$ cat config.mk
export PLATFORM = sky130hd
export DESIGN_NAME = pipe_issue_ctrl
export DESIGN_NICKNAME = d
export VERILOG_FILES = /design/src/rtl/pipe_pkg.sv /design/src/rtl/rr_arb2.sv /design/src/rtl/pipe_issue_ctrl.sv
export SDC_FILE = /design/constraint.sdc
export NUM_CORES = 1
export LEC_CHECK = 0
export BUFFER_PORTS_ARGS = -buffer_cell sky130_fd_sc_hd__buf_2
export CORE_MARGIN = 1.5
export CORE_UTILIZATION = 35
export CTS_BUF_LIST = sky130_fd_sc_hd__clkbuf_8
export DETAILED_ROUTE_END_ITERATION = 10
export GPL_ROUTABILITY_DRIVEN = 1
export PLACE_DENSITY = 0.67
export SLEW_MARGIN = 25
export SYNTH_ARGS = -nofsm -noshare
export SYNTH_HDL_FRONTEND = slang
export SYNTH_HIERARCHICAL = 1
export SYNTH_SLANG_ARGS = --single-unit
$ cat constraint.sdc
create_clock -name clk -period 6.4 [get_ports clk]
set_input_delay 1.28 -clock clk [delete_from_list [all_inputs] [get_ports clk]]
set_output_delay 1.28 -clock clk [all_outputs]
set_load 0.03 [all_outputs]
$ cat src/rtl/pipe_pkg.sv
`default_nettype none
// ============================================================================
//  Module   : pipe_pkg
//  Purpose  : Shared widths, function codes and instruction layout for the
//             register/ALU/memory pipe and its issue controller.
//  Contents : PIPE_* width localparams, func_e codes (ADD..SLA), FUNC_MAX,
//             instr_t instruction record.
//  Revision : 1.0 - initial release
// ============================================================================
package pipe_pkg;

    localparam int PIPE_REG_AW = 4;   // 16-entry register bank
    localparam int PIPE_FUNC_W = 4;
    localparam int PIPE_ADDR_W = 8;

    // Highest function code the ALU implements; codes above it are dropped.
    localparam int FUNC_MAX = 11;

    typedef enum logic [PIPE_FUNC_W-1:0] {
        ADD  = 4'd0,
        SUB  = 4'd1,
        MUL  = 4'd2,
        SELA = 4'd3,
        SELB = 4'd4,
        AND  = 4'd5,
        OR   = 4'd6,
        XOR  = 4'd7,
        NEGA = 4'd8,
        NEGB = 4'd9,
        SRA  = 4'd10,
        SLA  = 4'd11
    } func_e;

    typedef struct packed {
        logic [PIPE_REG_AW-1:0] rs1;
        logic [PIPE_REG_AW-1:0] rs2;
        logic [PIPE_REG_AW-1:0] rd;
        logic [PIPE_FUNC_W-1:0] func;
        logic [PIPE_ADDR_W-1:0] addr;
    } instr_t;

endpackage : pipe_pkg
`default_nettype wire

$ cat src/rtl/rr_arb2.sv
`default_nettype none
// ============================================================================
//  Module   : rr_arb2
//  Purpose  : Two-way round-robin arbiter. When both inputs are eligible the
//             one pointed to by prio wins; after any grant prio moves to the
//             requester that was not granted. No grant leaves prio unchanged.
//  Ports    : clk, rst_n     - clock, async active-low reset (prio -> 0)
//             eligible[1:0]  - per-requester eligibility
//             grant[1:0]     - one-hot (or zero) grant, combinational
//  Revision : 1.0 - initial release
// ============================================================================
module rr_arb2 (
    input  logic       clk,
    input  logic       rst_n,
    input  logic [1:0] eligible,
    output logic [1:0] grant
);

    logic r_prio;   // requester favoured on a tie

    always_comb begin
        grant = 2'b00;
        case (eligible)
            2'b01:   grant = 2'b01;
            2'b10:   grant = 2'b10;
            2'b11:   grant = r_prio ? 2'b10 : 2'b01;
            default: grant = 2'b00;
        endcase
    end

    // Granting requester 0 hands priority to requester 1 and vice versa.
    always_ff @(posedge clk or negedge rst_n) begin
        if (!rst_n) begin
            r_prio <= 1'b0;
        end else if (|grant) begin
            r_prio <= grant[0];
        end
    end

endmodule : rr_arb2
`default_nettype wire

$ cat src/rtl/pipe_issue_ctrl.sv
`default_nettype none
// ============================================================================
//  Module   : pipe_issue_ctrl
//  Purpose  : Issue controller for the four-stage pipe. Arbitrates between two
//             requesters, stalls RAW hazards against recently issued rd's,
//             drops illegal function codes and presents one registered
//             instruction per cycle.
//  Ports    : clk, rst_n                 - clock, async active-low reset
//             reqN_valid/ready (N=0,1)   - valid/ready handshake
//             reqN_rs1/rs2/rd/func/addr  - requester instruction fields
//             flush                      - clear scoreboard and issue register
//             issue_valid, issue_*       - registered instruction to the pipe
//             issue_src                  - requester of the issued instruction
//             err_illegal                - pulse after an illegal func consumed
//             issued_cnt                 - wrapping count of issued instructions
//  Revision : 1.0 - initial release
// ============================================================================
module pipe_issue_ctrl
    import pipe_pkg::*;
#(
    parameter int REG_AW  = PIPE_REG_AW,
    parameter int FUNC_W  = PIPE_FUNC_W,
    parameter int ADDR_W  = PIPE_ADDR_W,
    parameter int HAZ_WIN = 2
) (
    input  logic              clk,
    input  logic              rst_n,

    input  logic              req0_valid,
    output logic              req0_ready,
    input  logic [REG_AW-1:0] req0_rs1,
    input  logic [REG_AW-1:0] req0_rs2,
    input  logic [REG_AW-1:0] req0_rd,
    input  logic [FUNC_W-1:0] req0_func,
    input  logic [ADDR_W-1:0] req0_addr,

    input  logic              req1_valid,
    output logic              req1_ready,
    input  logic [REG_AW-1:0] req1_rs1,
    input  logic [REG_AW-1:0] req1_rs2,
    input  logic [REG_AW-1:0] req1_rd,
    input  logic [FUNC_W-1:0] req1_func,
    input  logic [ADDR_W-1:0] req1_addr,

    input  logic              flush,

    output logic              issue_valid,
    output logic [REG_AW-1:0] issue_rs1,
    output logic [REG_AW-1:0] issue_rs2,
    output logic [REG_AW-1:0] issue_rd,
    output logic [FUNC_W-1:0] issue_func,
    output logic [ADDR_W-1:0] issue_addr,
    output logic              issue_src,
    output logic              err_illegal,
    output logic [15:0]       issued_cnt
);

    // ------------------------------------------------------------------
    // Scoreboard: slot0 holds the instruction issued last cycle, slot i the
    // one issued i+1 cycles ago. A valid slot blocks readers of its rd.
    // ------------------------------------------------------------------
    logic [HAZ_WIN-1:0]             r_sb_v;
    logic [HAZ_WIN-1:0][REG_AW-1:0] r_sb_rd;

    logic w_haz0;
    logic w_haz1;

    always_comb begin
        w_haz0 = 1'b0;
        w_haz1 = 1'b0;
        for (int i = 0; i < HAZ_WIN; i++) begin
            if (r_sb_v[i]) begin
                if ((req0_rs1 == r_sb_rd[i]) || (req0_rs2 == r_sb_rd[i])) begin
                    w_haz0 = 1'b1;
                end
                if ((req1_rs1 == r_sb_rd[i]) || (req1_rs2 == r_sb_rd[i])) begin
                    w_haz1 = 1'b1;
                end
            end
        end
    end

    // ------------------------------------------------------------------
    // Arbitration. Masking eligibility (rather than the grant) during flush
    // or reset keeps the arbiter from advancing its priority pointer.
    // ------------------------------------------------------------------
    logic       w_allow;
    logic [1:0] w_elig;
    logic [1:0] w_grant;

    assign w_allow = rst_n & ~flush;
    assign w_elig  = {req1_valid & ~w_haz1, req0_valid & ~w_haz0} & {2{w_allow}};

    rr_arb2 u_arb (
        .clk      (clk),
        .rst_n    (rst_n),
        .eligible (w_elig),
        .grant    (w_grant)
    );

    assign req0_ready = w_grant[0];
    assign req1_ready = w_grant[1];

    // ------------------------------------------------------------------
    // Granted-instruction select and legality.
    // ------------------------------------------------------------------
    logic [REG_AW-1:0] w_sel_rs1;
    logic [REG_AW-1:0] w_sel_rs2;
    logic [REG_AW-1:0] w_sel_rd;
    logic [FUNC_W-1:0] w_sel_func;
    logic [ADDR_W-1:0] w_sel_addr;
    logic              w_any;
    logic              w_legal;
    logic              w_issue;
    logic              w_illegal;

    assign w_sel_rs1  = w_grant[1] ? req1_rs1  : req0_rs1;
    assign w_sel_rs2  = w_grant[1] ? req1_rs2  : req0_rs2;
    assign w_sel_rd   = w_grant[1] ? req1_rd   : req0_rd;
    assign w_sel_func = w_grant[1] ? req1_func : req0_func;
    assign w_sel_addr = w_grant[1] ? req1_addr : req0_addr;

    assign w_any     = |w_grant;
    assign w_legal   = (w_sel_func <= FUNC_W'(FUNC_MAX));
    assign w_issue   = w_any & w_legal;
    assign w_illegal = w_any & ~w_legal;

    // ------------------------------------------------------------------
    // Scoreboard shift. Flush clears every valid bit; rd values may carry
    // stale data since v alone qualifies them.
    // ------------------------------------------------------------------
    always_ff @(posedge clk or negedge rst_n) begin
        if (!rst_n) begin
            r_sb_v  <= '0;
            r_sb_rd <= '0;
        end else begin
            r_sb_rd[0] <= w_sel_rd;
            for (int i = 1; i < HAZ_WIN; i++) begin
                r_sb_rd[i] <= r_sb_rd[i-1];
            end
            if (flush) begin
                r_sb_v <= '0;
            end else begin
                r_sb_v[0] <= w_issue;
                for (int i = 1; i < HAZ_WIN; i++) begin
                    r_sb_v[i] <= r_sb_v[i-1];
                end
            end
        end
    end

    // ------------------------------------------------------------------
    // Issue register, error pulse and issue counter. issue_valid follows
    // w_issue directly: a flush cycle never grants, so it clears naturally.
    // ------------------------------------------------------------------
    logic              r_issue_valid;
    logic [REG_AW-1:0] r_issue_rs1;
    logic [REG_AW-1:0] r_issue_rs2;
    logic [REG_AW-1:0] r_issue_rd;
    logic [FUNC_W-1:0] r_issue_func;
    logic [ADDR_W-1:0] r_issue_addr;
    logic              r_issue_src;
    logic              r_err_illegal;
    logic [15:0]       r_issued_cnt;

    always_ff @(posedge clk or negedge rst_n) begin
        if (!rst_n) begin
            r_issue_valid <= 1'b0;
            r_issue_rs1   <= '0;
            r_issue_rs2   <= '0;
            r_issue_rd    <= '0;
            r_issue_func  <= '0;
            r_issue_addr  <= '0;
            r_issue_src   <= 1'b0;
            r_err_illegal <= 1'b0;
            r_issued_cnt  <= '0;
        end else begin
            r_issue_valid <= w_issue;
            r_err_illegal <= w_illegal;
            if (w_issue) begin
                r_issue_rs1  <= w_sel_rs1;
                r_issue_rs2  <= w_sel_rs2;
                r_issue_rd   <= w_sel_rd;
                r_issue_func <= w_sel_func;
                r_issue_addr <= w_sel_addr;
                r_issue_src  <= w_grant[1];
                r_issued_cnt <= r_issued_cnt + 16'd1;
            end
        end
    end

    assign issue_valid = r_issue_valid;
    assign issue_rs1   = r_issue_rs1;
    assign issue_rs2   = r_issue_rs2;
    assign issue_rd    = r_issue_rd;
    assign issue_func  = r_issue_func;
    assign issue_addr  = r_issue_addr;
    assign issue_src   = r_issue_src;
    assign err_illegal = r_err_illegal;
    assign issued_cnt  = r_issued_cnt;

endmodule : pipe_issue_ctrl
`default_nettype wire
==> metrics.md, run 1 <==
| Metric | Value |
|---|---|
| Final Skew | `0.01130 ns` |
| Most frequent cells in the layout | `buf_2 (97), dfrtp_1 (54), nand2_1 (28), xor2_1 (26), o21ai_0 (23)` |
| Maxcap violations | `0` |
| Post-route DRC | `0` |
| IO buf count | `97` |
| #FFs+latches synth | `54` |
| Wirelength per Cell | `13.38 um` |
| DP Cell Count | `434` |
| Post-layout nets | `396` |
| Post-Syn Instances | `244` |
| Synth warn | `6` |
| Initial antenna violation count | `0` |
| Slew Limit Fails | `0` |
| Cts bufs inserted | `5` |
| Final setup viols | `0` |
| Crit. End Element | `output port` |
| Syn Area/Cell | `11.11 sq um` |
| Yosys cell types | `36` |
| Post-CTS Setup Inserts | `0` |
| Chip height | `91.00 um` |
| Status | `finished, final reports clean` |
| Total grt overflow | `0` |
| Cell Area, Synth | `0.002710 sq mm` |
| Share of cells above drive strength 1 | `0.3586` |
| GR Util met3 | `0.03266` |
| Critical Path Fanout Max | `5` |
| Top Ports | `98` |
| Iteration-0 DRC Markers | `106` |
| Multi-input gate area | `0.001257 sq mm` |
| H-tree Lvls | `2` |
| Hold buffers post-CTS | `0` |
| Seq/Total Area, Yosys | `0.4986` |
| Final Hold Viols | `0` |
| Slew HR | `0.4469` |
| Die W | `91.00 um` |
| Busiest grt layer | `met2` |
| Hold Slack | `0.4671 ns` |
| Largest net degree at the start of global routing | `39` |
| Clock Root Buffer | `clkbuf_8` |
| WL final | `5.914 mm` |
| Final Cycle Share | `0.6697` |
| Core region area | `0.007370 sq mm` |
| Routability congestion estimate | `0.8738` |
| Post-synth top area cell | `dfrtp_1` |
| Number of diodes | `0` |
| CTS tree | `done` |
| PD cells | `278.6 mW/mm^2` |
| Post-route ant nets | `0` |
| WP data arrival | `3.01 ns` |
| Post-DP HPWL | `4.581 mm` |
| First-pass GRT wire length | `9.832 mm` |
| Minimum clock period | `4.286 ns` |
| Max Freq | `0.2333 GHz` |
| VDD IR max | `134.4 uV` |
| Worst skew pair latency | `0.31 ns` |
| Vias in the first global route | `2028` |
| Finished Layout Cells | `442` |
| Crit path kind | `in -> out` |
| Unrepaired setup endpoints after global routing | `no` |
| Clock sinks | `54` |
| Clk pin slew, worst setup/hold paths | `0.11 ns` |
| Die area | `0.008280 sq mm` |
| Mean number of vias per cell | `4.697` |
| Startpoint Class | `input port` |
| DR pass1 iterations | `4` |
| # fillers | `741` |
| Hold Crit Class | `reg -> reg` |
| Starting density of the core | `0.3677` |
| Worst-Margin Slew | `0.8123 ns` |
| Rows | `31` |
| Area Overhead vs Synth | `23.87%` |
| Syn nets | `298` |
| Worst-case clock buffer depth | `2` |
| Gr usage total | `0.1479` |
| Critical Path RT | `5.12 ns` |
| Leakage power | `1.618 nW` |
| Commonest non-fill, non-tap cell in the layout | `buf_2` |
| Post_cts resized | `0` |
| Setup tns final | `0 ns` |
| Total number of vias | `2076` |
| M2 GR Usage | `0.2463` |
| Synth top area share | `0.4986` |
| Seq. cell area | `0.001351 sq mm` |
| Synth top area cells | `dfrtp_1 (50%), xor2_1 (8.4%), xnor2_1 (6.8%)` |
| Met1 Use GR | `0.1970` |
through the flow:
| stage | util | setup slack, ns | total power (W) | area (sq um) |
|---|---|---|---|---|
| finish | 0.4555 | 2.114 | 0.0009353 | 3357 |
| CTS | 0.4555 | 2.146 | 0.0009502 | 3357 |
| global route | 0.4555 | 1.938 | 0.0009907 | 3357 |
| detailed placement | 0.4430 | 2.143 | 0.0007535 | 3264 |
| global placement | 0.4430 | 2.165 | 0.0007493 | 3264 |
| floorplan | - | 2.302 | 0.0006482 | 2710 |
routing by layer:
layer / share of wire / vias to the layer above / routed length [um]
met5: 0 / - / 0
met1: 0.46 / 996 / 2709
met2: 0.49 / 47 / 2887
met3: 0.046 / 4 / 273
li1: - / 1029 / -
met4: 0.0073 / 0 / 43
cell type report:
cell class	count	share of cell area
clock inverters	3	0.007082
well taps	99	0.03690
repair buffers	100	0.1513
multi-input cells	176	0.3746
flip-flops and latches	54	0.4025
clock buffers	5	0.02050
inverters	5	0.007082
logic make-up (layout without fill, tap and decap cells):
group | Yosys count | after routing | share of synthesized area
DFF | 54 | 54 | 0.4986
buffers and inverters | 14 | 113 | 0.03739
xor gates and xnor gates | 47 | 47 | 0.1519
AOI/OAI and AO/OA | 32 | 32 | 0.07295
muxes | 23 | 23 | 0.09141
adders and majority gates | 1 | 1 | 0.004616
and+or+nand+nor | 73 | 73 | 0.1431
path summary, 6_finish.rpt:
path,startpoint,to,slack (ns),cells past startpoint
min in group asynchronous,rst_n,issued_cnt[15],0.89,1
max reg2reg,r_sb_rd[3],issue_rs1[3],3.23,9
max in group asynchronous,rst_n,err_illegal,4.67,2
max,req1_rs2[1],req0_ready,2.11,6
min reg2reg,issued_cnt[15],issued_cnt[15],0.47,1
min,issued_cnt[15],issued_cnt[15],0.47,1
registers in the layout, indices dropped and copies added (netlist names):
name / count
r_sb_v: 2
issue_valid: 1
issue_rs1: 4
issue_rd: 4
issued_cnt: 16
r_sb_rd: 8
issue_addr: 8
issue_rs2: 4
err_illegal: 1
issue_src: 1
issue_func: 4
u_arb/r_prio: 1
power by group:
group	switching [W]	internal, W
clock	0.000116	0.0000785
sequential	0.0000464	0.000399
combinational	0.000195	0.000101
total	0.000357	0.000578
critical path, cell delays in order:
cell and delay, ns:
buf_2 0.13, xor2_1 0.15, o41ai_1 0.48, a221oi_1 0.20, a21boi_0 0.47, buf_2 0.29
synth_stat cells:
master     n
nand3_1    2
nor3b_2    1
nor3_2     1
mux2_2     4
nand3b_1   2
nor3b_1    1
nor2_1    17
a21boi_0   1
nor3_1     2
mux2i_1   18
nor2b_1    1
nand4_1    9
o41ai_1    4
inv_6      1
buf_6      5
buf_2      2
o221a_2    1
and3_1     1
dfrtp_1   54
xnor2_1   21
xor2_1    26
nor4_2     1
and4_1     1
nand2_1   28
nor4b_2    3
clkbuf_1   1
o21ai_0   23
a21boi_2   1
and2_1     2
a221oi_1   2
inv_2      1
buf_4      1
ha_1       1
mux2i_4    1
inv_1      3
nand2b_1   1
Power figures use the tool's default switching activity.
==> run 2, diff against run 1 <==
Settings changed: PLACE_DENSITY 0.67 to 0.69.
Clock period 6.4 ns to 3.6 ns, I/O delays scaled along.
==> metrics.md, run 2 (synthesized netlist as in run 1, its figures left out) <==
| Metric | Value |
|---|---|
| Status | `finished, final reports clean` |
| Top Ports | `98` |
| Largest net degree at the start of global routing | `45` |
| Crit path kind | `reg -> out` |
| Starting density of the core | `0.3677` |
| Worst skew pair latency | `0.31 ns` |
| Max reg flops | `16` |
| Most frequent cells in the layout | `buf_2 (97), dfrtp_1 (54), nand2_1 (28), xor2_1 (26), o21ai_0 (23)` |
| Hold Crit Class | `in -> async` |
| Crit. End Element | `output port` |
| Minimum clock period | `3.360 ns` |
| Final Cycle Share | `0.9333` |
| Slew HR | `0.4004` |
| Vias in the first global route | `2148` |
| Final Skew | `0.008777 ns` |
| Post-route core utilization | `0.4604` |
| Slowest CP cell | `dfrtp_1` |
| WP data arrival | `2.64 ns` |
| Iteration-0 DRC Markers | `41` |
| Critical Path Fanout Max | `25` |
| Die W | `91.00 um` |
| Rows | `31` |
| Startpoint Class | `flip-flop` |
| Initial antenna violation count | `0` |
| Gr usage total | `0.1543` |
| Core region area | `0.007370 sq mm` |
| Leakage power | `1.637 nW` |
| Max Freq | `0.2976 GHz` |
| Die area | `0.008280 sq mm` |
| Share of cells above drive strength 1 | `0.3623` |
| FF-to-FF Start | `r_sb_rd[1]` |
| Total number of vias | `2092` |
| Maxcap violations | `0` |
| Slew Limit Fails | `0` |
| Design Power | `0.001732 W` |
| Post-DP HPWL | `4.650 mm` |
| Placed standard-cell area | `0.003279 sq mm` |
| Clock sinks | `54` |
| Crit-path cells | `xor2_1, o41ai_1, a221oi_1, nand2b_1, and2_1, buf_4, buf_2` |
| DR pass1 iterations | `4` |
| Unrepaired setup endpoints after global routing | `no` |
| PD cells | `510.3 mW/mm^2` |
| CP bufs+invs | `2` |
| CTS tree | `done` |
| First-pass GRT wire length | `10.30 mm` |
| Final setup viols | `0` |
| Clock Root Buffer | `clkbuf_8` |
| WL final | `6.060 mm` |
| Chip height | `91.00 um` |
| Post-CTS Setup Inserts | `0` |
| Post-route ant nets | `0` |
| Finished Cell Area | `0.003393 sq mm` |
| Final Hold Viols | `0` |
| Critical path launch point | `r_sb_rd[3]` |
| Commonest non-fill, non-tap cell in the layout | `buf_2` |
| Number of diodes | `0` |
| Finished Layout Cells | `444` |
| Top delay family on crit path | `buffers and inverters` |
| H-tree Lvls | `2` |
| Wirelength per Cell | `13.65 um` |
| Total grt overflow | `0` |
| Critical Path RT | `2.88 ns` |
| IO buf count | `97` |
| Clk pin slew, worst setup/hold paths | `0.10 ns` |
| Setup tns final | `0 ns` |
| Hold buffers post-CTS | `0` |
| Mean number of vias per cell | `4.712` |
| Post-route DRC | `0` |
| Post-layout nets | `398` |
| Worst-case clock buffer depth | `2` |
| Routability congestion estimate | `0.8566` |
| Area Overhead vs Synth | `25.21%` |
| Post_cts resized | `0` |
| VDD IR max | `179.3 uV` |
| Worst-Margin Slew | `0.8806 ns` |
| Worst path max stage delay | `0.49 ns` |
| DP Cell Count | `436` |
| Cts bufs inserted | `5` |
[run 2: final timing paths]
check / end / depth (start not counted) / slack [ns]
setup / recovery: req1_ready / 7 / 0.24
hold / removal: u_arb/r_prio / 2 / 0.40
setup reg to reg: issued_cnt[5] / 9 / 0.50
hold reg to reg: issued_cnt[15] / 1 / 0.47
max in group asynchronous: issued_cnt[15] / 2 / 2.66
min in group clk: issued_cnt[15] / 1 / 0.47
[run 2: metrics by stage]
step	worst slack [ns]	hold slack (ns)
5_1_grt	0.007178	0.4177
2_1_floorplan	0.2435	0.4244
3_5_place_dp	0.1252	0.4610
6_report	0.2403	0.4009
3_3_place_gp	0.2301	0.4527
4_1_cts	0.1941	0.4053
[run 2: per-layer routing]
metal  track usage  share of wire
met1        0.2136           0.47
met2        0.2407           0.46
met3       0.04020          0.062
met4       0.03646         0.0092
met5             0              0
[run 2: cell type report]
cell class | instances | area, sq um
clock buffer | 5 | 68.82
clock inverter | 3 | 45.04
fill | 714 | 3976
inverter | 5 | 23.77
multi-input combinational | 176 | 1257
sequential | 54 | 1351
tap | 99 | 123.9
timing repair buffer | 102 | 523.0
[run 2: where the power goes]
| part | switching [W] | total (W) | internal (W) |
|---|---|---|---|
| Sequential | 0.0000826 | 0.000791 | 0.000709 |
| Clock | 0.000203 | 0.000410 | 0.000207 |
| Combinational | 0.000350 | 0.000530 | 0.000181 |
[run 2: worst register-to-register path, stage by stage (launching register included)]
cell and delay (ns):
dfrtp_1 0.48, xor2_1 0.18, o41ai_1 0.52, a221oi_1 0.18, and2_1 0.23, inv_6 0.09, mux2i_4 0.74, inv_2 0.26
nand4_1 0.19, xnor2_1 0.13
==> run 3, diff against run 2 <==
Settings changed: BUFFER_PORTS_ARGS -buffer_cell sky130_fd_sc_hd__buf_2 to default, DONT_BUFFER_PORTS from default to 1, PLACE_DENSITY 0.69 to 0.58, SYNTH_HIERARCHICAL 1 to default.
==> metrics.md, run 3 <==
| Metric | Value |
|---|---|
| Maxcap violations | `0` |
| Cts bufs inserted | `5` |
| Yosys cell types | `32` |
| CP bufs+invs | `3` |
| Syn nets | `279` |
| Iteration-0 DRC Markers | `49` |
| Worst-case clock buffer depth | `2` |
| Clock Root Buffer | `clkbuf_8` |
| Hold Crit Class | `in -> async` |
| Number of diodes | `0` |
| Mean number of vias per cell | `5.168` |
| Final Hold Viols | `0` |
| WL final | `5.780 mm` |
| Max Freq | `0.3458 GHz` |
| Most instantiated cells after synthesis | `dfrtp_1 (54), mux2_2 (45), xor2_1 (43)` |
| Synth top area cells | `dfrtp_1 (49%), mux2_2 (18%), xor2_1 (14%)` |
| Flop-to-flop setup slack | `0.92 ns` |
| Main synth FF type | `dfrtp_1` |
| Starting density of the core | `0.3604` |
| Synth top area share | `0.4852` |
| Post-route DRC | `0` |
| Routability congestion estimate | `0.8114` |
| Worst-Margin Slew | `0.6480 ns` |
| Synth warn | `0` |
| Design Power | `0.001718 W` |
| Post-CTS Setup Inserts | `0` |
| Post-synth top area cell | `dfrtp_1` |
| Final Cycle Share | `0.8032` |
| Critical Path RT | `2.88 ns` |
| Vias in the first global route | `1790` |
| Worst R2R Path Depth | `7` |
| Largest net degree at the start of global routing | `56` |
| Post-layout nets | `284` |
| Commonest non-fill, non-tap cell in the layout | `dfrtp_1` |
| IO buf count | `0` |
| Crit. End Element | `output port` |
| Most numerous cell in the Yosys netlist | `dfrtp_1` |
| Cell Area, Synth | `0.002785 sq mm` |
| Leakage power | `1.284 nW` |
| Slew HR | `0.5665` |
| FF-to-FF End | `issue_addr[6]` |
| Clock sinks | `54` |
| Most frequent cells in the layout | `dfrtp_1 (54), mux2_2 (45), xor2_1 (43), nand2_1 (12)` |
| Total number of vias | `1721` |
| Worst skew pair latency | `0.31 ns` |
| Rows | `32` |
| Clk pin slew, worst setup/hold paths | `0.10 ns` |
| Gr usage total | `0.1418` |
| Final setup viols | `0` |
| Hold buffers post-CTS | `0` |
| H-tree Lvls | `2` |
| Post-route ant nets | `0` |
| Finished Cell Area | `0.003000 sq mm` |
| FFs w/ async S/R, synth | `1.000` |
| Area Overhead vs Synth | `7.727%` |
| Die W | `92.21 um` |
| Chip height | `92.21 um` |
| Max reg flops | `16` |
| FF-to-FF Start | `r_sb_rd[3]` |
| Wirelength per Cell | `17.36 um` |
| Critical Path Fanout Max | `11` |
| CP most frequent cell | `buf_4` |
| Unrepaired setup endpoints after global routing | `no` |
| Worst path max stage delay | `0.48 ns` |
| VDD IR max | `212.9 uV` |
| PD cells | `572.6 mW/mm^2` |
| DR pass1 iterations | `4` |
| CTS tree | `done` |
| Initial antenna violation count | `0` |
| Syn Area/Cell | `12.38 sq um` |
| Crit-path cells | `xor2_1, nor4_1, o21ai_0, nand3_1, nand2_1, buf_4, inv_1, buf_4` |
| Core region area | `0.007727 sq mm` |
| EDFF count, synth | `0` |
| Post-DP HPWL | `4.210 mm` |
| WP data arrival | `2.17 ns` |
| Slew Limit Fails | `0` |
| Total grt overflow | `0` |
| Slowest CP cell | `dfrtp_1` |
| Post-Syn Instances | `225` |
| Setup tns final | `0 ns` |
| Final Skew | `0.008472 ns` |
| Top Ports | `98` |
| First-pass GRT wire length | `9.384 mm` |
| Post_cts resized | `0` |
| Share of cells above drive strength 1 | `0.2987` |
| Crit path kind | `reg -> out` |
| Startpoint Class | `flip-flop` |
| Top delay family on crit path | `simple AND/OR/NAND/NOR gates` |
| Minimum clock period | `2.891 ns` |
| Placed standard-cell area | `0.002888 sq mm` |
| Seq/Total Area, Yosys | `0.4852` |
| Status | `finished, final reports clean` |
| #FFs+latches synth | `54` |
| Die area | `0.008502 sq mm` |
==> run 3: per-layer routing <==
layer	vias up	global-route usage	share of wire
met5	-	0	0
li1	797	-	-
met2	65	0.2228	0.47
met4	0	0.04359	0.011
met3	4	0.04146	0.060
met1	855	0.1880	0.46
==> run 3: logic make-up after synthesis <==
kind of cell,after synthesis,synth area share
fa+ha+maj,1,0.004492
simple gates,37,0.07053
xor+xnor,47,0.1478
buf+inv,16,0.03594
flops,54,0.4852
compound gates,25,0.07412
mux,45,0.1819
==> run 3: metrics by stage <==
step	worst slack [ns]	std cells	util	hold slack, ns
floorplan	0.7578	225	-	0.4244
global placement	0.6747	325	0.3737	0.4254
detailed placement	0.6707	325	0.3737	0.4255
CTS	0.7029	333	0.3883	0.07498
global route	0.4969	333	0.3883	0.05186
finish	0.7086	333	0.3883	0.09099
==> run 3: where the power goes <==
part	leakage, nW	internal [W]	switching (W)
sequential	0.646	0.000725	0.000348
clock	0.0585	0.000209	0.000211
combinational	0.579	0.000133	0.0000923
total	1.28	0.00107	0.000651
==> run 3: final cells by class <==
| type | instances | area [sq um] |
|---|---|---|
| Fill cell | 769 | 4727 |
| Sequential cell | 54 | 1351 |
| Multi-Input combinational cell | 155 | 1334 |
| Tap cell | 102 | 127.6 |
| Clock buffer | 5 | 68.82 |
| Timing Repair Buffer | 6 | 45.04 |
| Clock inverter | 3 | 43.79 |
| Inverter | 8 | 30.03 |
==> run 3: worst max path at each step <==
stage / cells after the start / end / from
after floorplan: 6 / req0_ready / req1_rs1[1]
final: 8 / req1_ready / r_sb_rd[1]
after CTS: 8 / req1_ready / r_sb_rd[3]
after global routing: 8 / req1_ready / r_sb_rd[1]
after detailed placement: 7 / issue_addr[6] / req1_rs2[3]
after global placement: 7 / issue_rs1[0] / req1_rs2[1]
==> run 3: worst register-to-register path, cell delays in order (launching register included) <==
cell and delay (ns):
dfrtp_1 0.47, xor2_1 0.19, nor4_1 0.29, o21ai_0 0.13, and4_1 0.25, a221o_1 0.33, nand2_2 0.50, mux2_2 0.41
